File: config.mk
export PLATFORM = sky130hd
export DESIGN_NAME = opcode_sequencer
export DESIGN_NICKNAME = d
export VERILOG_FILES = /design/src/rtl/enclave_pkg.sv /design/src/rtl/seq_timer.sv /design/src/rtl/opcode_sequencer.sv
export SDC_FILE = /design/constraint.sdc
export NUM_CORES = 1
export LEC_CHECK = 0
export CORE_UTILIZATION = 44
export CTS_CLUSTER_DIAMETER = 200
export DETAILED_ROUTE_END_ITERATION = 12
export PLACE_DENSITY = 0.8
export SKIP_CTS_REPAIR_TIMING = 1
export SLEW_MARGIN = 40
export SYNTH_ARGS = -nofsm -noshare
export SYNTH_HDL_FRONTEND = slang
export SYNTH_SLANG_ARGS = --single-unit
File: constraint.sdc
create_clock -name wb_clk_i -period 2.95 [get_ports wb_clk_i]
set_clock_uncertainty 0.2 [all_clocks]
set_input_delay 0.295 -clock wb_clk_i [delete_from_list [all_inputs] [get_ports wb_clk_i]]
set_output_delay 0.295 -clock wb_clk_i [all_outputs]
set_load 0.005 [all_outputs]
File: src/rtl/enclave_pkg.sv
// Shared types and constants for the opcode sequencer.
package enclave_pkg;

  // Word counters are 8 bits wide and saturate instead of wrapping.
  localparam int CNT_W = 8;

  // Opcode value that cancels the command in flight (or clears err when idle).
  localparam logic [7:0] OPC_ABORT = 8'h00;

  typedef enum logic [2:0] {
    ST_IDLE,
    ST_OPCODE,
    ST_LOAD,
    ST_START,
    ST_RUN,
    ST_DRAIN
  } seq_state_e;

  // Saturating increment: termination is by equality compare, so a counter
  // must never wrap back through its terminal value.
  function automatic logic [CNT_W-1:0] cnt_inc(input logic [CNT_W-1:0] c);
    return (c == '1) ? c : c + CNT_W'(1);
  endfunction

endpackage

File: src/rtl/seq_timer.sv
// RUN watchdog for the opcode sequencer. Counts enabled cycles from the
// clear point and raises expired once LIMIT-1 cycles have been counted
// after the first enabled cycle; holds there until cleared.
module seq_timer #(
  parameter int LIMIT = 1024
) (
  input  logic wb_clk_i,
  input  logic wb_rst_ni,
  input  logic enable,
  input  logic clear,
  output logic expired
);

  localparam int W = $clog2(LIMIT + 1);

  logic [W-1:0] cnt_q;

  // Cycle counter; stops at the limit so expired stays asserted.
  always_ff @(posedge wb_clk_i or negedge wb_rst_ni) begin
    if (!wb_rst_ni)                 cnt_q <= '0;
    else if (clear)                 cnt_q <= '0;
    else if (enable && !expired)    cnt_q <= cnt_q + W'(1);
  end

  assign expired = (cnt_q == W'(LIMIT - 1));

endmodule

File: src/rtl/opcode_sequencer.sv
// Opcode sequencer: collects an opcode and OPERAND_WORDS operands from the
// host, kicks the engine, then forwards RESULT_WORDS results back.
// Host write data arrives one cycle after its strobe, so strobes are
// registered and decoded against wishbone_data on the following cycle.
// Optional: define OPCODE_SEQ_TIMEOUT_EN to abort RUN after TIMEOUT_CYCLES
// cycles (counted from the eng_start cycle) without eng_done.
module opcode_sequencer
  import enclave_pkg::*;
#(
  parameter int OPERAND_WORDS  = 4,
  parameter int RESULT_WORDS   = 4,
  parameter int TIMEOUT_CYCLES = 1024
) (
  input  logic        wb_clk_i,
  input  logic        wb_rst_ni,
  input  logic        config_en,
  input  logic        input_ready,
  input  logic [31:0] wishbone_data,
  output logic [7:0]  eng_opcode,
  output logic        eng_start,
  output logic [31:0] eng_operand,
  output logic        eng_operand_valid,
  input  logic        eng_done,
  input  logic        eng_result_valid,
  input  logic [31:0] eng_result,
  output logic        output_ready,
  output logic [31:0] wishbone_output,
  output logic        busy,
  output logic        err
);

  localparam logic [CNT_W-1:0] OPD_LAST = CNT_W'(OPERAND_WORDS - 1);
  localparam logic [CNT_W-1:0] RES_LAST = CNT_W'(RESULT_WORDS - 1);

  seq_state_e       state_q, state_d;
  logic [CNT_W-1:0] cnt_q, cnt_d;
  logic             err_d;
  logic             op_wr_q, opd_wr_q;
  logic             opc_ld, opd_fwd, res_fwd;
  logic             timeout_hit;
  logic [7:0]       opc_data;
  logic             opc_wr_busy, abort_busy, in_res;

  assign opc_data    = wishbone_data[7:0];
  // OPCODE is the sampling cycle of the write that left IDLE, so an opcode
  // write sampled there belongs to IDLE, not to a busy command.
  assign opc_wr_busy = op_wr_q && (state_q != ST_IDLE) && (state_q != ST_OPCODE);
  assign abort_busy  = opc_wr_busy && (opc_data == OPC_ABORT);
  assign in_res      = (state_q == ST_RUN) || (state_q == ST_DRAIN);

`ifdef OPCODE_SEQ_TIMEOUT_EN
  logic tmr_expired;

  // Counting starts on the eng_start cycle so the abort lands exactly
  // TIMEOUT_CYCLES cycles after the start pulse.
  seq_timer #(.LIMIT(TIMEOUT_CYCLES)) u_timer (
    .wb_clk_i  (wb_clk_i),
    .wb_rst_ni (wb_rst_ni),
    .enable    ((state_q == ST_START) || (state_q == ST_RUN)),
    .clear     ((state_q != ST_START) && (state_q != ST_RUN)),
    .expired   (tmr_expired)
  );

  assign timeout_hit = (state_q == ST_RUN) && tmr_expired;
`else
  // No watchdog: RUN waits for eng_done indefinitely (compare is never true).
  assign timeout_hit = (TIMEOUT_CYCLES < 0);
`endif

  // Register write strobes; config_en wins when both are raised.
  always_ff @(posedge wb_clk_i or negedge wb_rst_ni) begin
    if (!wb_rst_ni) begin
      op_wr_q  <= 1'b0;
      opd_wr_q <= 1'b0;
    end else begin
      op_wr_q  <= config_en;
      opd_wr_q <= input_ready && !config_en;
    end
  end

  // Control state, word counter and sticky error.
  always_ff @(posedge wb_clk_i or negedge wb_rst_ni) begin
    if (!wb_rst_ni) begin
      state_q <= ST_IDLE;
      cnt_q   <= '0;
      err     <= 1'b0;
    end else begin
      state_q <= state_d;
      cnt_q   <= cnt_d;
      err     <= err_d;
    end
  end

  // Next-state, counter and error decode.
  always_comb begin
    state_d = state_q;
    cnt_d   = cnt_q;
    err_d   = err;
    opc_ld  = 1'b0;
    opd_fwd = 1'b0;
    res_fwd = 1'b0;

    case (state_q)
      ST_IDLE: begin
        if (config_en) state_d = ST_OPCODE;
      end
      ST_OPCODE: begin
        if (opc_data == OPC_ABORT) begin
          state_d = ST_IDLE;
          err_d   = 1'b0;
        end else begin
          opc_ld  = 1'b1;
          cnt_d   = '0;
          state_d = ST_LOAD;
        end
      end
      ST_LOAD: begin
        if (opd_wr_q) begin
          opd_fwd = 1'b1;
          cnt_d   = cnt_inc(cnt_q);
          if (cnt_q == OPD_LAST) state_d = ST_START;
        end
      end
      ST_START: begin
        state_d = ST_RUN;
      end
      ST_RUN: begin
        res_fwd = eng_result_valid;
        if (eng_done) begin
          // A result arriving with eng_done is word 0 of the drain.
          if (eng_result_valid && (RES_LAST == '0)) begin
            state_d = ST_IDLE;
            cnt_d   = '0;
          end else begin
            state_d = ST_DRAIN;
            cnt_d   = eng_result_valid ? CNT_W'(1) : '0;
          end
        end else if (timeout_hit) begin
          state_d = ST_IDLE;
          cnt_d   = '0;
          err_d   = 1'b1;
        end
      end
      ST_DRAIN: begin
        if (eng_result_valid) begin
          res_fwd = 1'b1;
          if (cnt_q == RES_LAST) begin
            state_d = ST_IDLE;
            cnt_d   = '0;
          end else begin
            cnt_d = cnt_inc(cnt_q);
          end
        end
      end
      default: state_d = ST_IDLE;
    endcase

    if (opd_wr_q && (state_q != ST_LOAD)) err_d = 1'b1;
    if (eng_result_valid && !in_res)      err_d = 1'b1;

    // Host opcode writes during a command: ABORT cancels it, anything else
    // is refused and flagged.
    if (opc_wr_busy) begin
      if (abort_busy) begin
        state_d = ST_IDLE;
        cnt_d   = '0;
        err_d   = err;
        opd_fwd = 1'b0;
        res_fwd = 1'b0;
      end else begin
        err_d = 1'b1;
      end
    end
  end

  // Registered datapath outputs toward the engine and the host.
  always_ff @(posedge wb_clk_i or negedge wb_rst_ni) begin
    if (!wb_rst_ni) begin
      eng_opcode        <= '0;
      eng_operand       <= '0;
      eng_operand_valid <= 1'b0;
      wishbone_output   <= '0;
      output_ready      <= 1'b0;
    end else begin
      eng_operand_valid <= opd_fwd;
      output_ready      <= res_fwd;
      if (opc_ld)  eng_opcode      <= opc_data;
      if (opd_fwd) eng_operand     <= wishbone_data;
      if (res_fwd) wishbone_output <= eng_result;
    end
  end

  // An ABORT sampled in START suppresses the start pulse.
  assign eng_start = (state_q == ST_START) && !abort_busy;
  assign busy      = (state_q != ST_IDLE);

endmodule

### Yosys cells after proc, flatten, opt, wreduce, memory -nomap -nowiden

Index checks and enable logic that the tools add are counted.

* $add $sub $neg: 1
* equal/unequal tests: 10
* muxes and demuxes: 36
* reductions and logical operators: 17

Operator list (count)
* $mux 8: 8
* $pmux 8 s4: 1
* $mux 3: 8
* $pmux 3 s6: 1
* $mux 1: 16
* $add 8x1->8 const B: 1
* $eq 8x2->1 const B: 1
* $eq 8x8->1 const B: 1
* $logic_not 8->1: 1
* $reduce_bool 4->1: 2
* $logic_and 1x1->1: 7
* $eq 3x2->1 const B: 2
* $eq 3x3->1 const B: 2
* $eq 3x1->1 const B: 1
* $logic_not 1->1: 3
* $logic_not 3->1: 1
* $ne 3x1->1 const B: 1
* $ne 3x2->1 const B: 1
* $reduce_and 3->1: 1
* $reduce_bool 3->1: 1
* $mux 2: 1
* $ne 2x2->1 const B: 1
* $pmux 1 s2: 1
* $logic_or 1x1->1: 1

* flip-flop bits (word level): 88
* input port bits: 70

### Longest topological paths before layout

* depth after elaboration: 7
* gate-level depth with buffers: 8
* gate-level depth less buffers: 6

### Worst setup path before layout

OpenSTA, ideal clock, no wires.

* kind: register to register
* from: register state_q[2]
* to: register wishbone_output[0]
* setup time: 125 ps
* data arrival time: 1722 ps
* required time: 2625 ps
* path slack: 903 ps
* cell stages (with the launch flop): 8
* path buffers: 3
* cells stage by stage: dfrtp_1 -> buf_2 -> nor2_1 -> and4b_1 -> buf_4 -> nor2_2 -> buf_6 -> mux2_2

* word-level cells in the longest chain between the ends: 6

Ends and longest elaborated chain
* start, declared: line opcode_sequencer.sv:35 `seq_state_e state_q, state_d;`
* start signal, assigned: line opcode_sequencer.sv:88 `state_q <= state_d;`
* parallel branches: the longest is 5 deep, another holds $eq 3x3->1
* $mux 1 *: line opcode_sequencer.sv:163 `if (opc_wr_busy) begin`
* end signal, assigned: line opcode_sequencer.sv:189 `if (res_fwd) wishbone_output <= eng_result;`
* end, declared: line opcode_sequencer.sv:27 `output logic [31:0] wishbone_output,`

Mark *: on every way between the ends.
A chain may end at the register's enable or synchronous reset.

### Final worst setup path

* from: input wishbone_data[1]
* to: output eng_start

* word-level cells in the longest chain between the ends: 4

Ends and longest elaborated chain
* start, declared: line opcode_sequencer.sv:18 `input logic [31:0] wishbone_data,`
* $logic_not 8->1: line opcode_sequencer.sv:48 `assign abort_busy = opc_wr_busy && (opc_data == OPC_ABORT);`
* $logic_and 1x1->1: line opcode_sequencer.sv:48
* $logic_not 1->1: line opcode_sequencer.sv:194 `assign eng_start = (state_q == ST_START) && !abort_busy;`
* $logic_and 1x1->1: line opcode_sequencer.sv:194
* end, declared: line opcode_sequencer.sv:20 `output logic eng_start,`

Every way passes these cells.

==> run summary <==
Post-Route WL - 9.170 mm
I/O Buffers - 146
Number of synthesized flops with an enable pin - 0
Reg2reg start - state_q[2]$_DFF_PN0_
Worst r2r dst - wishbone_output[13]$_DFFE_PN0P_
Core area - 8299 um^2
CP required - 2460 ps
Dpl cells - 529
Synth-to-Final Area Change - 46.22%
CP max FO - 8
Arrival time worst endpoint - 2300 ps
Clock tree buffer depth - 2
Setup CP Type - input pin to output port
Die area - 9075 um^2
Post-Syn Area - 3827 um^2
Dpl cell area - 5356 um^2
R2R cell count - 5
Worst Hold Endpoint - op_wr_q$_DFF_PN0_
Post-layout util - 67.44%
Remaining routing DRC violations - 0
CTS tree - yes
Setup crit end kind - output port
Min Clock Period, post-route - 2796 ps
Syn. warnings - 0
CP max stage delay - 460 ps
Slowest cell on crit path - clkdlybuf4s50_1
PD cells - 943.7 nW/um^2
Outcome - complete, no violations
Gr usage total - 21.03%
Clk slew on worst S/H paths - 80 ps
Min-Delay Path Class - input pin to register
Max-cap viol count - 0
Top Ports - 147
Nets - 507
RSZ-0062 raised after global routing - no
Synth async-reset ratio - 100.0%
Mapped Nets - 355
Initial core utilization - 46.12%
Largest net degree at the start of global routing - 58
# diodes - 0
CP most frequent cell - clkdlybuf4s50_1
Post-DP HPWL - 6.786 mm
WHS Path Cells - 1
Register area share after synthesis - 57.54%
Design Area, Final - 5597 um^2
Slew @ Worst Pin - 712.2 ps
Final Power - 5.281 mW
Achievable Freq - 0.3577 GHz
Pins Over Slew Limit - 0
Unique masters post-synth - 50
Syn Inst Count - 284
First-pass GRT wire length - 14.23 mm
Share of cells above drive strength 1 - 21.87%
Vias in the first global route - 2,903
Initial antenna violation count - 0
Setup TNS - 0 ps
Most frequent cells in the layout - clkdlybuf4s50_1 (145), dfrtp_1 (88), mux2_2 (66), nand2_1 (12), nor2_1 (12)
DR pass1 iterations - 4
Worst setup SP type - input pin
Fillers - 588
Routability congestion estimate - 0.8933
Drt via density - 5.294
Synth Area per Inst - 13.48 um^2
# rows - 33
Root Buffer - clkbuf_8
Register bit count reported by yosys - 88
CP Cell Sequence - clkdlybuf4s50_1, nor4_1, buf_4, and4b_1, nor3_1, clkdlybuf4s50_1
Clock latency at the later pin of the worst-skew pair - 360 ps
Die Width - 95.27 um
Final hold violations - 0
Hold path start - config_en
Routed via count - 2,880
Final setup violation count - 0
Slew headroom - 52.52%
H-tree levels - 3
Leakage - 2.351 nW
WL/cell - 16.86 um
Cell Count, Final, Fillers Out - 544
Worst IR drop on VDD - 501.6 uV
Final period util - 94.78%
TritonCTS Buffers - 9
Overflow after GRT - 0
Die height - 95.27 um
Worst Setup Slack post-DPL - -7.536 ps
Most common cell after layout, fill and taps aside - clkdlybuf4s50_1
Final hold slack - 254.0 ps
Final WS setup - 154.1 ps
FF-to-FF setup slack - 400 ps
Antenna Violating Nets Remaining - 0
Drt initial violations - 73
Ys flop type - dfrtp_1
CTS sink cnt - 88
## kinds of logic (layout without fill, tap and decap cells)
group | count (synthesis) | count (layout) | synth area share (%)
fa+ha+maj | 1 | 1 | 0.3269
mux | 74 | 74 | 21.71
flops | 88 | 88 | 57.54
compound gates | 34 | 34 | 5.917
buf+inv | 20 | 175 | 4.282
simple gates | 67 | 67 | 10.23
## synth_stat cells (2+ instances only)
| cell | instances | area, um^2 |
|---|---|---|
| or3_1 | 2 | 12.51 |
| dfrtp_1 | 88 | 2202 |
| nand4b_1 | 3 | 26.28 |
| a21o_1 | 2 | 15.01 |
| nand2b_1 | 2 | 12.51 |
| mux2i_1 | 2 | 20.02 |
| o21ai_0 | 5 | 25.02 |
| nand3_1 | 8 | 40.04 |
| nor2_1 | 12 | 45.04 |
| nor3_1 | 3 | 15.01 |
| buf_2 | 2 | 10.01 |
| clkbuf_1 | 6 | 22.52 |
| nor2b_1 | 2 | 12.51 |
| nand2_1 | 12 | 45.04 |
| and3_1 | 6 | 37.54 |
| inv_1 | 4 | 15.01 |
| and3b_1 | 2 | 17.52 |
| buf_6 | 3 | 33.78 |
| a211oi_1 | 3 | 22.52 |
| buf_12 | 3 | 60.06 |
| a221oi_1 | 2 | 17.52 |
| mux2_1 | 6 | 67.56 |
| a21oi_1 | 8 | 40.04 |
| a31oi_1 | 3 | 18.77 |
| nor4_1 | 2 | 12.51 |
| o31ai_1 | 4 | 30.03 |
| mux2_2 | 66 | 743.2 |
## worst max path at each step
stage	start	end	slack [ps]	depth (start not counted)
after floorplan	state_q[2]$_DFF_PN0_	wishbone_output[0]$_DFFE_PN0P_	900	7
after detailed placement	wishbone_data[1]	eng_operand[24]$_DFFE_PN0P_	-8	6
after global routing	state_q[2]$_DFF_PN0_	eng_start	40	4
after global placement	wishbone_data[7]	eng_operand[30]$_DFFE_PN0P_	50	5
final	wishbone_data[1]	eng_start	150	6
after CTS	wishbone_data[1]	eng_start	160	6
## layer usage
metal,share of wire (%),GRT usage (%)
met4,1.6,10.23
met2,50,35.36
met3,8.0,4.785
met1,41,25.39
met5,0,0
## critical path: cells and delay by family
kind                   cells  cell delay [ps]
buffers and inverters      3             1090
AND/OR/NAND/NOR            3              910
## cell type report
cell class / count / area (um^2) / area share, %
well taps: 105 / 131.4 / 2.347
clock buffers: 9 / 123.9 / 2.213
repair buffers: 157 / 1551 / 27.72
clock inverters: 5 / 106.4 / 1.900
flip-flops and latches: 88 / 2202 / 39.35
inverters: 4 / 15.01 / 0.2683
multi-input cells: 176 / 1466 / 26.20
## flip-flops by register name, summed over array words and instances (netlist names)
register and flops:
eng_operand 32, wishbone_output 32, cnt_q 8, eng_opcode 8
state_q 3, eng_operand_valid 1, err 1, op_wr_q 1
opd_wr_q 1, output_ready 1
## report_power, final
group          switching, mW  internal [mW]  total [mW]
Combinational          0.746           1.52        2.26
Sequential             0.306           1.74        2.04
Clock                  0.418          0.556       0.974
(Power assumes the default switching activity.)
